--- src/rtl/nn_cost_array_if.sv ---
// rtl/nn_cost_array_if.sv - sample/result/batch-cost bus of the cost-derivative unit
interface nn_cost_array_if #(
  parameter int NB   = 16,
  parameter int NK   = 4,
  parameter int ACCW = 32
);
  logic [NK*NB-1:0] yk;
  logic [NK*NB-1:0] ak;
  logic             in_valid;
  logic             in_ready;
  logic [NK*NB-1:0] epsD;
  logic [NK-1:0]    SIGN;
  logic             out_valid;
  logic             out_ready;
  logic [ACCW-1:0]  cost_sum;
  logic             cost_valid;

  modport master (
    output yk, ak, in_valid, out_ready,
    input  in_ready, epsD, SIGN, out_valid, cost_sum, cost_valid
  );

  modport slave (
    input  yk, ak, in_valid, out_ready,
    output in_ready, epsD, SIGN, out_valid, cost_sum, cost_valid
  );
endinterface

--- src/rtl/nn_cost_array.sv ---
// rtl/nn_cost_array.sv - per-node |ak-yk| and sign via one shared subtractor, plus
// saturating L1 batch cost
module nn_cost_array #(
  parameter int NB       = 16,
  parameter int NK       = 4,
  parameter int NSAMP    = 8,
  parameter int ACCW     = 32,
  parameter int DEADBAND = 0
) (
  input logic          CLK,
  input logic          INIT,
  nn_cost_array_if.slave bus
);

  localparam int KW  = (NK > 1) ? $clog2(NK) : 1;
  localparam int CW  = (NSAMP > 1) ? $clog2(NSAMP) : 1;
  localparam int DBW = NB + 1;
  localparam logic [DBW-1:0] DB     = DBW'(DEADBAND);
  localparam logic [KW-1:0]  K_LAST = KW'(NK - 1);
  localparam logic [CW-1:0]  C_LAST = CW'(NSAMP - 1);

  localparam logic [1:0] S_IDLE = 2'd0;
  localparam logic [1:0] S_SCAN = 2'd1;
  localparam logic [1:0] S_DONE = 2'd2;

  logic [1:0]       state;
  logic [KW-1:0]    k;
  logic [CW-1:0]    count;
  logic [ACCW-1:0]  acc;
  logic [NB-1:0]    y_w [NK];
  logic [NB-1:0]    a_w [NK];
  logic [NB-1:0]    d_w [NK];
  logic [NK-1:0]    s_w;
  logic [NK*NB-1:0] d_pack;
  logic [NK*NB-1:0] eps_q;
  logic [NK-1:0]    sign_q;
  logic             out_valid_q;
  logic [ACCW-1:0]  cost_q;
  logic             cost_valid_q;

  logic [NB-1:0]    a_cur;
  logic [NB-1:0]    y_cur;
  logic             gt;
  logic [NB-1:0]    diff;
  logic [NB-1:0]    d_eff;
  logic             s_eff;
  logic [ACCW:0]    acc_sum;
  logic [ACCW-1:0]  acc_next;
  logic             accept;
  logic             handshake;

  assign accept    = (state == S_IDLE) && bus.in_valid;
  assign handshake = (state == S_DONE) && out_valid_q && bus.out_ready;

  // Shared channel datapath: one |a-y| per SCAN cycle, selected by k
  assign a_cur = a_w[k];
  assign y_cur = y_w[k];
  assign gt    = a_cur > y_cur;
  assign diff  = gt ? (a_cur - y_cur) : (y_cur - a_cur);

  always_comb begin
    d_eff = diff;
    s_eff = gt;
    if ((DEADBAND != 0) && ({1'b0, diff} < DB)) begin
      d_eff = '0;
      s_eff = 1'b0;
    end
  end

  assign acc_sum  = {1'b0, acc} + {{(ACCW + 1 - NB){1'b0}}, d_eff};
  assign acc_next = acc_sum[ACCW] ? {ACCW{1'b1}} : acc_sum[ACCW-1:0];

  always_comb begin
    d_pack = '0;
    for (int i = 0; i < NK; i++) begin
      d_pack[i*NB +: NB] = d_w[i];
    end
  end

  // Working slots carry no reset: they are always rewritten before being published
  always_ff @(posedge CLK) begin
    if (accept) begin
      for (int i = 0; i < NK; i++) begin
        y_w[i] <= bus.yk[i*NB +: NB];
        a_w[i] <= bus.ak[i*NB +: NB];
      end
    end
    if (state == S_SCAN) begin
      d_w[k] <= d_eff;
      s_w[k] <= s_eff;
    end
  end

  always_ff @(posedge CLK) begin
    if (INIT) begin
      state        <= S_IDLE;
      k            <= '0;
      count        <= '0;
      acc          <= '0;
      eps_q        <= '0;
      sign_q       <= '0;
      out_valid_q  <= 1'b0;
      cost_q       <= '0;
      cost_valid_q <= 1'b0;
    end else begin
      cost_valid_q <= 1'b0;
      case (state)
        S_IDLE: begin
          if (bus.in_valid) begin
            k     <= '0;
            state <= S_SCAN;
          end
        end
        S_SCAN: begin
          acc <= acc_next;
          if (k == K_LAST) begin
            state <= S_DONE;
          end else begin
            k <= k + 1'b1;
          end
        end
        S_DONE: begin
          // First DONE cycle publishes the slots; the last slot lands on the SCAN->DONE edge
          if (!out_valid_q) begin
            eps_q       <= d_pack;
            sign_q      <= s_w;
            out_valid_q <= 1'b1;
          end else if (bus.out_ready) begin
            out_valid_q <= 1'b0;
            state       <= S_IDLE;
            if (count == C_LAST) begin
              cost_q       <= acc;
              cost_valid_q <= 1'b1;
              acc          <= '0;
              count        <= '0;
            end else begin
              count <= count + 1'b1;
            end
          end
        end
        default: state <= S_IDLE;
      endcase
    end
  end

  assign bus.in_ready   = (state == S_IDLE);
  assign bus.epsD       = eps_q;
  assign bus.SIGN       = sign_q;
  assign bus.out_valid  = out_valid_q;
  assign bus.cost_sum   = cost_q;
  assign bus.cost_valid = cost_valid_q;

  logic unused_ok;
  assign unused_ok = handshake;

endmodule

--- src/flat_wrapper.sv ---
// flat-port wrapper written by rule: the top's interface ports become plain ports
module nn_cost_array_flat 
#(
  parameter int NB       = 16,
  parameter int NK       = 4,
  parameter int NSAMP    = 8,
  parameter int ACCW     = 32,
  parameter int DEADBAND = 0
)
  (CLK, INIT, bus_yk, bus_ak, bus_in_valid, bus_out_ready, bus_in_ready, bus_epsD, bus_SIGN, bus_out_valid, bus_cost_sum, bus_cost_valid);
  nn_cost_array_if #(.NB(NB), .NK(NK), .ACCW(ACCW)) bus_i ();
  input logic CLK;
  input logic INIT;
  input wire logic [$bits(bus_i.yk)-1:0] bus_yk;
  input wire logic [$bits(bus_i.ak)-1:0] bus_ak;
  input wire logic [$bits(bus_i.in_valid)-1:0] bus_in_valid;
  input wire logic [$bits(bus_i.out_ready)-1:0] bus_out_ready;
  output wire logic [$bits(bus_i.in_ready)-1:0] bus_in_ready;
  output wire logic [$bits(bus_i.epsD)-1:0] bus_epsD;
  output wire logic [$bits(bus_i.SIGN)-1:0] bus_SIGN;
  output wire logic [$bits(bus_i.out_valid)-1:0] bus_out_valid;
  output wire logic [$bits(bus_i.cost_sum)-1:0] bus_cost_sum;
  output wire logic [$bits(bus_i.cost_valid)-1:0] bus_cost_valid;
  assign bus_i.yk = bus_yk;
  assign bus_i.ak = bus_ak;
  assign bus_i.in_valid = bus_in_valid;
  assign bus_i.out_ready = bus_out_ready;
  assign bus_in_ready = bus_i.in_ready;
  assign bus_epsD = bus_i.epsD;
  assign bus_SIGN = bus_i.SIGN;
  assign bus_out_valid = bus_i.out_valid;
  assign bus_cost_sum = bus_i.cost_sum;
  assign bus_cost_valid = bus_i.cost_valid;
  nn_cost_array #(.NB(NB), .NK(NK), .NSAMP(NSAMP), .ACCW(ACCW), .DEADBAND(DEADBAND)) u_core (.CLK(CLK), .INIT(INIT), .bus(bus_i));
endmodule
--- config.mk ---
export PLATFORM = sky130hd
export DESIGN_NAME = nn_cost_array_flat
export DESIGN_NICKNAME = d
export VERILOG_FILES = /design/src/rtl/nn_cost_array_if.sv /design/src/rtl/nn_cost_array.sv /design/src/flat_wrapper.sv
export SDC_FILE = /design/constraint.sdc
export NUM_CORES = 1
export LEC_CHECK = 0
export BUFFER_PORTS_ARGS = -buffer_cell sky130_fd_sc_hd__buf_2
export CAP_MARGIN = 25
export CORE_MARGIN = 10
export CORE_UTILIZATION = 50
export DETAILED_ROUTE_END_ITERATION = 7
export PLACE_DENSITY_LB_ADDON = 0.12
export SETUP_SLACK_MARGIN = 0.1
export SLEW_MARGIN = 15
export SYNTH_ARGS = -nofsm -noshare
export SYNTH_HDL_FRONTEND = slang
export SYNTH_SLANG_ARGS = --single-unit
--- constraint.sdc ---
create_clock -name CLK -period 12.7 [get_ports CLK]
set_input_delay 1.905 -clock CLK [delete_from_list [all_inputs] [get_ports CLK]]
set_output_delay 1.905 -clock CLK [all_outputs]
set_load 0.01 [all_outputs]
# Word-level counts from Yosys, hierarchy flattened
# Memory sizes are Yosys's and may differ from the RTL's. A register that Yosys moved wholly into a read port is not among the register bits.
# Cells that the tools add are included.
classes:
  addsub: 5
  n_lt_le_gt_ge: 3
  n_eq_ne: 10
  mux: 29
  n_bitwise: 3
  n_reduce_logical: 12
ops:
  columns: ["op", "count"]
  rows:
  - ["$mux 32", 4]
  - ["$pmux 32 s2", 1]
  - ["$add 32x16->33", 1]
  - ["$sub 16x16->16", 2]
  - ["$mux 2", 10]
  - ["$gt 16x16->1", 1]
  - ["$mux 16", 1]
  - ["$reduce_and 4->1", 3]
  - ["$ne 2x2->1 const B", 5]
  - ["$mux 1", 8]
  - ["$pmux 2 s3", 1]
  - ["$reduce_and 3->1", 2]
  - ["$bwmux 4", 1]
  - ["$eq 2x2->1 const B", 2]
  - ["$pmux 2 s2", 1]
  - ["$reduce_bool 2->1", 2]
  - ["$reduce_or 4->1", 1]
  - ["$add 3x1->3 const B", 1]
  - ["$eq 3x3->1 const B", 1]
  - ["$lt 2x3->1 const B", 1]
  - ["$mux 3", 1]
  - ["$not 1->1", 3]
  - ["$add 2x1->2 const B", 1]
  - ["$demux 1 s2", 1]
  - ["other kinds (6)", 7]
totals:
  register_bits: 81
  mem_bits_rw: 192
  out_inout_bits: 103
  word_cells: 74
  n_memories: 3
mem_list:
  columns: ["memory", "words", "width", "read_ports", "rd_clocked_by_memory_dff", "wr", "line_no", "source"]
  rows:
  - ["u_core.a_w", 4, 16, 1, 1, 4, "nn_cost_array.sv:31", "logic [NB-1:0] a_w [NK];"]
  - ["u_core.d_w", 4, 16, 4, 4, 1, "nn_cost_array.sv:32", "logic [NB-1:0] d_w [NK];"]
  - ["u_core.y_w", 4, 16, 1, 1, 4, "nn_cost_array.sv:30", "logic [NB-1:0] y_w [NK];"]

# Logic depth before layout (Yosys ltp)
# Gate-level depths: netlist (run 1).
logic_depth:
  depth_word: 5
  depth_mapped: 25
  mapped_depth_nobuf: 22

# Worst setup path before layout (run 1)
# No wires, ideal clock.
synth_path:
  path_kind: "flip-flop to flip-flop"
  from: "register (tool-made name)"
  to: "register u_core.acc[31]"
  setup_ns: 0.131
  t_arrival_ns: 5.570
  t_required_ns: 12.569
  path_slack_ns: 6.999
  stages_incl_launch_ff: 26
  synth_period_minus_slack_ns: 5.701
  cell_sequence: "dfxtp_1 clkbuf_1 buf_1 mux4_2 inv_1 ha_1 inv_1 fa_1 a21oi_1 o22ai_1 o41ai_2 a21oi_4 mux2_1 a311oi_1 a21oi_1 xor2_1 ha_1 a21oi_1 a21boi_0 o21a_1 nor2_1 inv_1 and3_1 buf_2 nand2_2 o311ai_1"
synth_lines:
  columns: ["item", "line_no", "source"]
  rows:
  - ["end signal, assigned", "nn_cost_array.sv:115", "acc <= acc_next;"]
  - ["end, declared", "nn_cost_array.sv:29", "logic [ACCW-1:0] acc;"]

==> results of run 1 <==
-- kinds of logic after synthesis --
family	synth area share [%]
buffers and inverters	3.27
muxes	6.00
adders and majority gates	5.01
AOI/OAI and AO/OA	12.2
xor gates and xnor gates	1.76
DFF	60.6
and+or+nand+nor	11.1
-- stage by stage --
step / total power, mW / cell area, um2
6_report: 2.99 / 17100
5_1_grt: 3.13 / 17100
4_1_cts: 3.01 / 17100
3_5_place_dp: 1.93 / 15900
3_3_place_gp: 1.93 / 15900
2_1_floorplan: 1.74 / 14400
-- registers in the layout, indices dropped and copies added (netlist names), named ones only --
signal	count
u_core.count	3
u_core.k	2
u_core.bus.cost_sum	32
bus_epsD	64
u_core.y_w	64
u_core.bus.SIGN	4
u_core.s_w	4
u_core.d_w	64
u_core.state	2
u_core.bus.cost_valid	1
u_core.a_w	64
u_core.bus.out_valid	1
u_core.acc	32
-- per-layer routing --
metal  global-route usage (%)  wire [um]
met1                     26.9      16200
met2                     29.6      16200
met4                     4.52        578
met5                        0          0
met3                     4.12       2280
-- worst max-delay path by stage --
stage / start / endpoint / slack, ns / depth (start not counted)
2_1_floorplan: register / u_core.acc[31] / 7.00 / 25
3_3_place_gp: register / u_core.acc[31] / 5.74 / 20
3_5_place_dp: register / u_core.acc[31] / 5.72 / 20
4_1_cts: register / u_core.acc[31] / 5.67 / 20
5_1_grt: register / u_core.acc[31] / 5.01 / 18
6_report: register / u_core.acc[31] / 5.62 / 20
-- power breakdown --
| group | internal [mW] | switching [mW] | total [mW] |
|---|---|---|---|
| registers | 1.26 | 0.0266 | 1.29 |
| clock network | 0.642 | 0.431 | 1.07 |
| logic | 0.231 | 0.399 | 0.630 |
| total | 2.13 | 0.857 | 2.99 |
-- worst register-to-register path, cell delays in order (launching register included) --
cell and delay, ns:
dfxtp_2 0.31, buf_4 0.49, mux4_2 0.65, ha_1 0.56, nand2_1 0.16, o21ai_1 0.26, a221oi_4 0.11, a21oi_4 0.75
mux2_2 0.43, a211oi_1 0.29, a21oi_1 0.13, xor2_1 0.73, ha_1 0.45, a21oi_1 0.22, a21boi_0 0.12, o21a_1 0.18
nor2_1 0.23, inv_1 0.17, and3_1 0.31, nand2_2 0.25, o311ai_1 0.14
-- cell type report --
cell class / instances / area share, %
Sequential cell: 339 / 51.1
Multi-Input combinational cell: 782 / 30.5
Timing Repair Buffer: 245 / 7.33
Clock buffer: 44 / 5.55
Tap cell: 384 / 2.81
Clock inverter: 22 / 1.58
Inverter: 52 / 1.14
-- synthesized netlist by cell type (4+ instances only) --
cell,count,area share [%]
nor3_1,10,0.35
a21oi_1,151,5.2
and3_1,7,0.30
clkbuf_1,45,1.2
a311oi_1,12,0.73
a21o_1,25,1.3
edfxtp_1,196,41
ha_1,53,4.6
buf_2,4,0.14
a31oi_1,11,0.48
a22oi_1,4,0.21
o21bai_1,5,0.26
nor3b_1,4,0.21
buf_1,7,0.18
and2_1,10,0.43
nand4_1,5,0.22
inv_1,52,1.4
nand2_1,237,6.2
dfxtp_1,143,20
nor2b_1,6,0.26
xnor2_1,16,0.97
nand2b_1,6,0.26
o211ai_1,9,0.47
mux2i_1,10,0.69
xor2_1,13,0.79
o21a_1,5,0.26
o21ai_0,32,1.1
nand3_1,22,0.76
mux4_2,32,5.0
nor2_1,43,1.1
==> reports/results.tsv, run 1 <==
metric	value	unit
yosysWarningCount	0	
gp_congestion	0.861	
synthesis.area	0.0144	mm2
dr.pass1.iters	5	
die_area	0.0360	mm2
hold_ws	0.448	ns
fin_crit_sh	55.7	%
critical_path_arrival	7.45	ns
min_to	u_core.bus.cost_sum[27]	
yosysSeqAreaShare	60.6	%
path_cells	buf_4, mux4_2, ha_1, nand2_1, o21ai_1, a221oi_4, a21oi_4, mux2_2, a211oi_1, a21oi_1, xor2_1, ha_1, a21oi_1, a21boi_0, o21a_1, nor2_1, inv_1, and3_1, nand2_2, o311ai_1	
worstPathMaxFanout	32	
ys_async_sr_fraction	0	%
final_common_cell	nand2_1	
area_growth	18.7	%
finalHoldViolCount	0	
path_delay_family	compound AO/OA/AOI/OAI gates	
post_cts_buffers	0	
antenna_found_initial	0	
relSlewSlack	33.1	%
worstHoldStart	u_core.bus.cost_sum[27]	
synth_flop_cell	edfxtp_1	
synth_area_per_cell	11.7	um2
clockBufferDepth	3	
cts-root-buf	clkbuf_16	
wl	35200	um
crit_type	reg -> reg	
path_clk_slew	0.06	ns
max_freq	141	MHz
gr-total-overflow	0	
start_util	50.4	%
cts_tree	done	
post-route-min-period	7.08	ns
stdcell_count	1868	
hp-class	reg -> reg	
vias	10000	
endpoint_kind	register	
first_iter_violations	746	
rows	62	
synth_cells	1236	
holdPathStages	2	
setup_viol	0	
r2r_end	u_core.acc[31]	
synth_cell_types	71	
finalWorstSetupSlack	5.62	ns
crit_required	13.08	ns
p_leak	6.74	nW
drc	0	
vias_per_cell	5.38	
grt_max_degree	83	
drv_slew	0	
dp_hpwl	25100	um
synth_seq_cells	339	
grt_pass1_vias	9900	
reg2regPathDepth	20	
cts_resized	0	
rsz0062_at_grt	no	
cpPeakStageDelay	0.75	ns
cap_viol_max_count	0	
drive_gt1_share	24.0	%
finish.net_count	1644	
clock_sinks	339	
power.density	175	mW/mm2
placeableCoreArea	0.0286	mm2
grt_pass1_wl	55200	um
n_antenna_cell	0	
critPathSlowestCell	a21oi_4	
peakVddDrop	0.000116	V
cts_buffers	36	
dp.cells	1802	
wire_per_inst	18.9	um
seq_area	0.00875	mm2
finalClockSkew	0.0157	ns
worst_slew_pin_slew	0.997	ns
outcome	finished, final reports clean	
ios	235	
h-tree-depth	2	
clkLatencyLatePin	0.53	ns
die_width	190	um
multi_input_area	0.00522	mm2
syn-num-nets	1424	
startpoint_type	register	
dp_slack	5.72	ns
finalSetupTns	0	ns
ant_nets	0	
critPathBufInv	2	
fillCellCount	2387	
final_cell_mix	237 x nand2_1, 233 x buf_2, 196 x edfxtp_1	
final_core_util	59.8	%
placement.io_buffers	234	
dieHeight	190	um
synth-edff-count	196	
r2r_slack	5.62	ns
gr-usage-all-layers	19.1	%
holdBufCountCts	0	
(Power assumes the default switching activity.)
==> run 2: changes to the inputs <==
==> constraint.sdc (replaced) <==
create_clock -name CLK -period 7.3 [get_ports CLK]
set_input_delay 1.095 -clock CLK [delete_from_list [all_inputs] [get_ports CLK]]
set_output_delay 1.095 -clock CLK [all_outputs]
set_load 0.01 [all_outputs]
==> reports/results.tsv, run 2 (synthesized netlist as in run 1, its figures left out) <==
metric	value	unit	change
outcome	finished, final reports clean		
dp_slack	0.742	ns	-4.98 ns
cap_viol_max_count	0		unchanged
finalClockSkew	0.0175	ns	+0.00182 ns
critical_path_arrival	6.98	ns	-0.47 ns
worst_slew_pin_slew	1.03	ns	+0.0328 ns
first_iter_violations	613		-18%
drive_gt1_share	24.3	%	+0.29 points
h-tree-depth	2		unchanged
clkLatencyLatePin	0.53	ns	about the same
dp.cells	1810		+0.44%
wl	35200	um	-0.10%
crit_type	reg -> reg		
dr.pass1.iters	5		unchanged
die_area	0.0360	mm2	unchanged
dieHeight	190	um	unchanged
placement.io_buffers	234		unchanged
r2r_slack	0.71	ns	-4.92 ns
cts_buffers	36		unchanged
cts_tree	done		
wire_per_inst	18.8	um	-0.48%
holdBufCountCts	0		unchanged
finish.net_count	1653		+0.55%
drc	0		unchanged
rows	62		unchanged
path_cells	buf_12, mux4_2, ha_1, o21ai_0, a211oi_2, o41ai_2, a21oi_4, buf_4, mux2_2, a211oi_1, a21oi_1, xor2_1, ha_1, a21oi_1, a21boi_0, o21a_1, nor2_1, inv_1, and3_1, nand2_2, o311ai_1		
post-route-min-period	6.59	ns	-0.482 ns
fin_crit_sh	90.3	%	+35 points
cts-root-buf	clkbuf_16		
gr-total-overflow	0		unchanged
cts_resized	0		unchanged
relSlewSlack	31.4	%	-1.7 points
final_cell_mix	237 x nand2_1, 233 x buf_2, 196 x edfxtp_1		
finalHoldViolCount	0		unchanged
setup_viol	0		unchanged
finalSetupTns	0	ns	unchanged
ios	235		unchanged
cpPeakStageDelay	0.56	ns	-0.19 ns
drv_slew	0		unchanged
crit_required	7.68	ns	-5.40 ns
placeableCoreArea	0.0286	mm2	unchanged
final_core_util	60.0	%	+0.14 points
max_freq	152	MHz	+7.3%
gp_congestion	0.892		+3.5%
endpoint_kind	register		
grt_pass1_wl	55900	um	+1.3%
critPathSlowestCell	dfxtp_2		
startpoint_type	register		
peakVddDrop	0.000203	V	+75%
grt_max_degree	96		+16%
worstPathMaxFanout	23		-28%
grt_pass1_vias	10200		+3.5%
vias_per_cell	5.34		-0.75%
ant_nets	0		unchanged
p_leak	6.77	nW	+0.49%
power.density	299	mW/mm2	+71%
vias	10000		-0.38%
clockBufferDepth	3		unchanged
antenna_found_initial	0		unchanged
dp_hpwl	25200	um	+0.49%
path_clk_slew	0.06	ns	about the same
area_growth	19.0	%	
finalWorstSetupSlack	0.706	ns	-4.92 ns
n_antenna_cell	0		unchanged
gr-usage-all-layers	19.2	%	+0.087 points
post_cts_buffers	0		unchanged
die_width	190	um	unchanged
hp-class	reg -> reg		
rsz0062_at_grt	no		
stdcell_count	1875		+0.37%
final_common_cell	nand2_1		
start_util	50.4	%	unchanged
clock_sinks	339		unchanged
-- run 2: worst max-delay path: cells and delay by family, from the launching register on --
family / cells / cell delay [ns]
AOI/OAI and AO/OA: 10 / 2.02
and+or+nand+nor: 3 / 0.78
buffers and inverters: 3 / 0.71
adders and majority gates: 2 / 0.88
muxes: 2 / 0.91
xor gates and xnor gates: 1 / 0.55
DFF: 1 / 0.56
-- run 2: metal layers --
layer / routed length [um] / vias up / part of all wire [%] / global-route usage, %
li1: - / 4914 / - / -
met1: 16100 / 4746 / 46 / 26.7
met2: 16300 / 306 / 46 / 30.0
met3: 2290 / 41 / 6.5 / 4.23
met4: 508 / 0 / 1.4 / 4.70
met5: 0 / - / 0 / 0
-- run 2: where the power goes --
| part | leakage [nW] | switching [mW] | internal [mW] | total (mW) |
|---|---|---|---|---|
| clock | 0.567 | 0.723 | 1.05 | 1.77 |
| sequential | 3.00 | 0.0484 | 2.19 | 2.24 |
| combinational | 3.20 | 0.691 | 0.429 | 1.12 |
| total | 6.77 | 1.46 | 3.67 | 5.13 |
-- run 2: final cells by class --
class	count	area, um2
inverter	52	195
multi-input combinational	782	5220
sequential	339	8750
fill	2365	11500
tap	384	480
timing repair buffer	254	1360
clock inverter	12	140
clock buffer	52	1020
-- run 2: final timing paths --
check                             startpoint        endpoint  cells past startpoint
worst min register to register  bus_epsD[34]    bus_epsD[34]                      2
worst min-delay path            bus_epsD[34]    bus_epsD[34]                      2
worst max register to register      register  u_core.acc[31]                     21
worst max-delay path                register  u_core.acc[31]                     21
-- run 2: stage by stage --
stage	hold WS [ns]	total power, mW	instance area, um2
4_1_cts	0.451	5.17	17100
5_1_grt	0.467	5.37	17200
3_5_place_dp	0.443	3.39	16000
2_1_floorplan	0.436	3.03	14400
6_report	0.450	5.13	17200
3_3_place_gp	0.440	3.39	16000
==> run 3: changes to the inputs <==
==> constraint.sdc (replaced) <==
create_clock -name CLK -period 7.4 [get_ports CLK]
set_input_delay 1.11 -clock CLK [delete_from_list [all_inputs] [get_ports CLK]]
set_output_delay 1.11 -clock CLK [all_outputs]
set_load 0.01 [all_outputs]
==> reports/results.tsv, run 3 (synthesized netlist as in run 1, its figures left out) <==
metric	value	unit	change
outcome	finished, final reports clean		
ios	235		unchanged
final_cell_mix	237 x nand2_1, 233 x buf_2, 196 x edfxtp_1		
grt_max_degree	99		+3.1%
post_cts_buffers	0		unchanged
wire_per_inst	18.7	um	-0.58%
worst_slew_pin_slew	1.07	ns	+0.0407 ns
h-tree-depth	2		unchanged
wl	35000	um	-0.63%
dieHeight	190	um	unchanged
multi_input_area	0.00523	mm2	+0.17%
max_freq	150	MHz	-1.0%
post-route-min-period	6.66	ns	+0.0694 ns
critical_path_arrival	7.05	ns	+0.07 ns
reg2regPathDepth	19		-9.5%
final_core_util	59.8	%	-0.21 points
die_width	190	um	unchanged
placeableCoreArea	0.0286	mm2	unchanged
finalHoldViolCount	0		unchanged
cts_buffers	36		unchanged
n_antenna_cell	0		unchanged
placement.io_buffers	234		unchanged
antenna_found_initial	0		unchanged
crit_required	7.78	ns	+0.10 ns
crit_path_end	u_core.acc[31]		
worstPathMaxFanout	23		unchanged
clkLatencyLatePin	0.53	ns	about the same
fin_crit_sh	90.0	%	-0.28 points
relSlewSlack	28.6	%	-2.7 points
finalWorstSetupSlack	0.737	ns	+0.0306 ns
grt_pass1_wl	55100	um	-1.3%
startpoint_type	register		
dr.pass1.iters	5		unchanged
finalSetupTns	0	ns	unchanged
cap_viol_max_count	0		unchanged
gr-usage-all-layers	19.0	%	-0.18 points
drc	0		unchanged
gr-total-overflow	0		unchanged
finish.net_count	1651		-0.12%
power.total	5.01	mW	-2.3%
cts_resized	0		unchanged
r2r_end	u_core.acc[31]		
dp_hpwl	24900	um	-1.3%
die_area	0.0360	mm2	unchanged
dp_slack	0.565	ns	-0.177 ns
grt_pass1_vias	10100		-1.3%
endpoint_kind	register		
final_common_cell	nand2_1		
p_leak	6.74	nW	-0.44%
clock_sinks	339		unchanged
setup_viol	0		unchanged
crit_type	reg -> reg		
drive_gt1_share	24.0	%	-0.32 points
area_growth	18.6	%	
finalClockSkew	0.0144	ns	-0.00316 ns
drv_slew	0		unchanged
clockBufferDepth	3		unchanged
r2r_slack	0.74	ns	+0.03 ns
path_delay_family	compound AO/OA/AOI/OAI gates		
rows	62		unchanged
power.density	293	mW/mm2	-2.0%
cp.depth	19		-9.5%
fillCellCount	2374		+0.38%
cpPeakStageDelay	0.56	ns	about the same
hp-class	reg -> reg		
vias_per_cell	5.38		+0.81%
seq_area	0.00875	mm2	unchanged
holdBufCountCts	0		unchanged
vias	10100		+0.76%
critPathBufInv	2		-1
gp_congestion	0.899		+0.79%
start_util	50.4	%	unchanged
rsz0062_at_grt	no		
path_cells	buf_12, mux4_2, ha_1, o21ai_0, a211oi_2, o41ai_2, a21oi_4, buf_4, mux2_2, a211oi_1, a21oi_1, xor2_1, ha_1, a21oi_1, nor3b_1, o211ai_1, and3_1, nand2_2, o311ai_1		
path_clk_slew	0.06	ns	about the same
ant_nets	0		unchanged
peakVddDrop	0.000214	V	+5.4%
first_iter_violations	721		+18%
critPathSlowestCell	dfxtp_2		
cts_tree	done		
cts-root-buf	clkbuf_16		
==> run 3: power by group <==
| part | switching, mW | leakage [nW] | internal, mW |
|---|---|---|---|
| Sequential | 0.0478 | 3.00 | 2.16 |
| Combinational | 0.692 | 3.19 | 0.415 |
| Clock | 0.716 | 0.550 | 0.982 |
==> run 3: worst min-delay path by stage <==
stage | from | to | slack, ns | cells after the start
global route | bus_epsD[3] | bus_epsD[3] | 0.47 | 2
global placement | bus_epsD[19] | bus_epsD[19] | 0.44 | 2
floorplan | u_core.acc[10] | u_core.acc[10] | 0.44 | 2
finish | u_core.bus.cost_sum[28] | u_core.bus.cost_sum[28] | 0.45 | 2
CTS | u_core.bus.cost_sum[28] | u_core.bus.cost_sum[28] | 0.45 | 2
detailed placement | u_core.bus.cost_sum[28] | u_core.bus.cost_sum[28] | 0.44 | 2
==> run 3: per-stage QoR <==
stage          instances  hold slack (ns)  cell area, um2
3_3_place_gp        1806            0.440           15900
5_1_grt             1874            0.469           17100
4_1_cts             1872            0.452           17100
3_5_place_dp        1807            0.445           16000
6_report            1874            0.449           17100
2_1_floorplan       1236            0.436           14400
==> run 3: area by class of cell <==
type | instances | area share (%)
tap | 384 | 2.81
sequential | 339 | 51.2
timing repair buffer | 251 | 7.80
clock inverter | 21 | 1.02
inverter | 52 | 1.14
multi-input combinational | 783 | 30.6
clock buffer | 44 | 5.50
==> run 3: worst min-delay path, delay by kind of cell, from the launching register on <==
kind,cells,cell delay [ns]
flip-flops,1,0.30
AO/OA/AOI/OAI,1,0.05
AND/OR/NAND/NOR,1,0.05
==> run 3: metal layers <==
layer / track usage (%) / share of wire (%) / routed length [um] / vias to the layer above
met5: 0 / 0 / 0 / -
met4: 5.28 / 2.1 / 729 / 0
met3: 4.17 / 7.1 / 2470 / 53
met2: 29.8 / 47 / 16300 / 364
met1: 26.1 / 44 / 15500 / 4757
li1: - / - / - / 4909
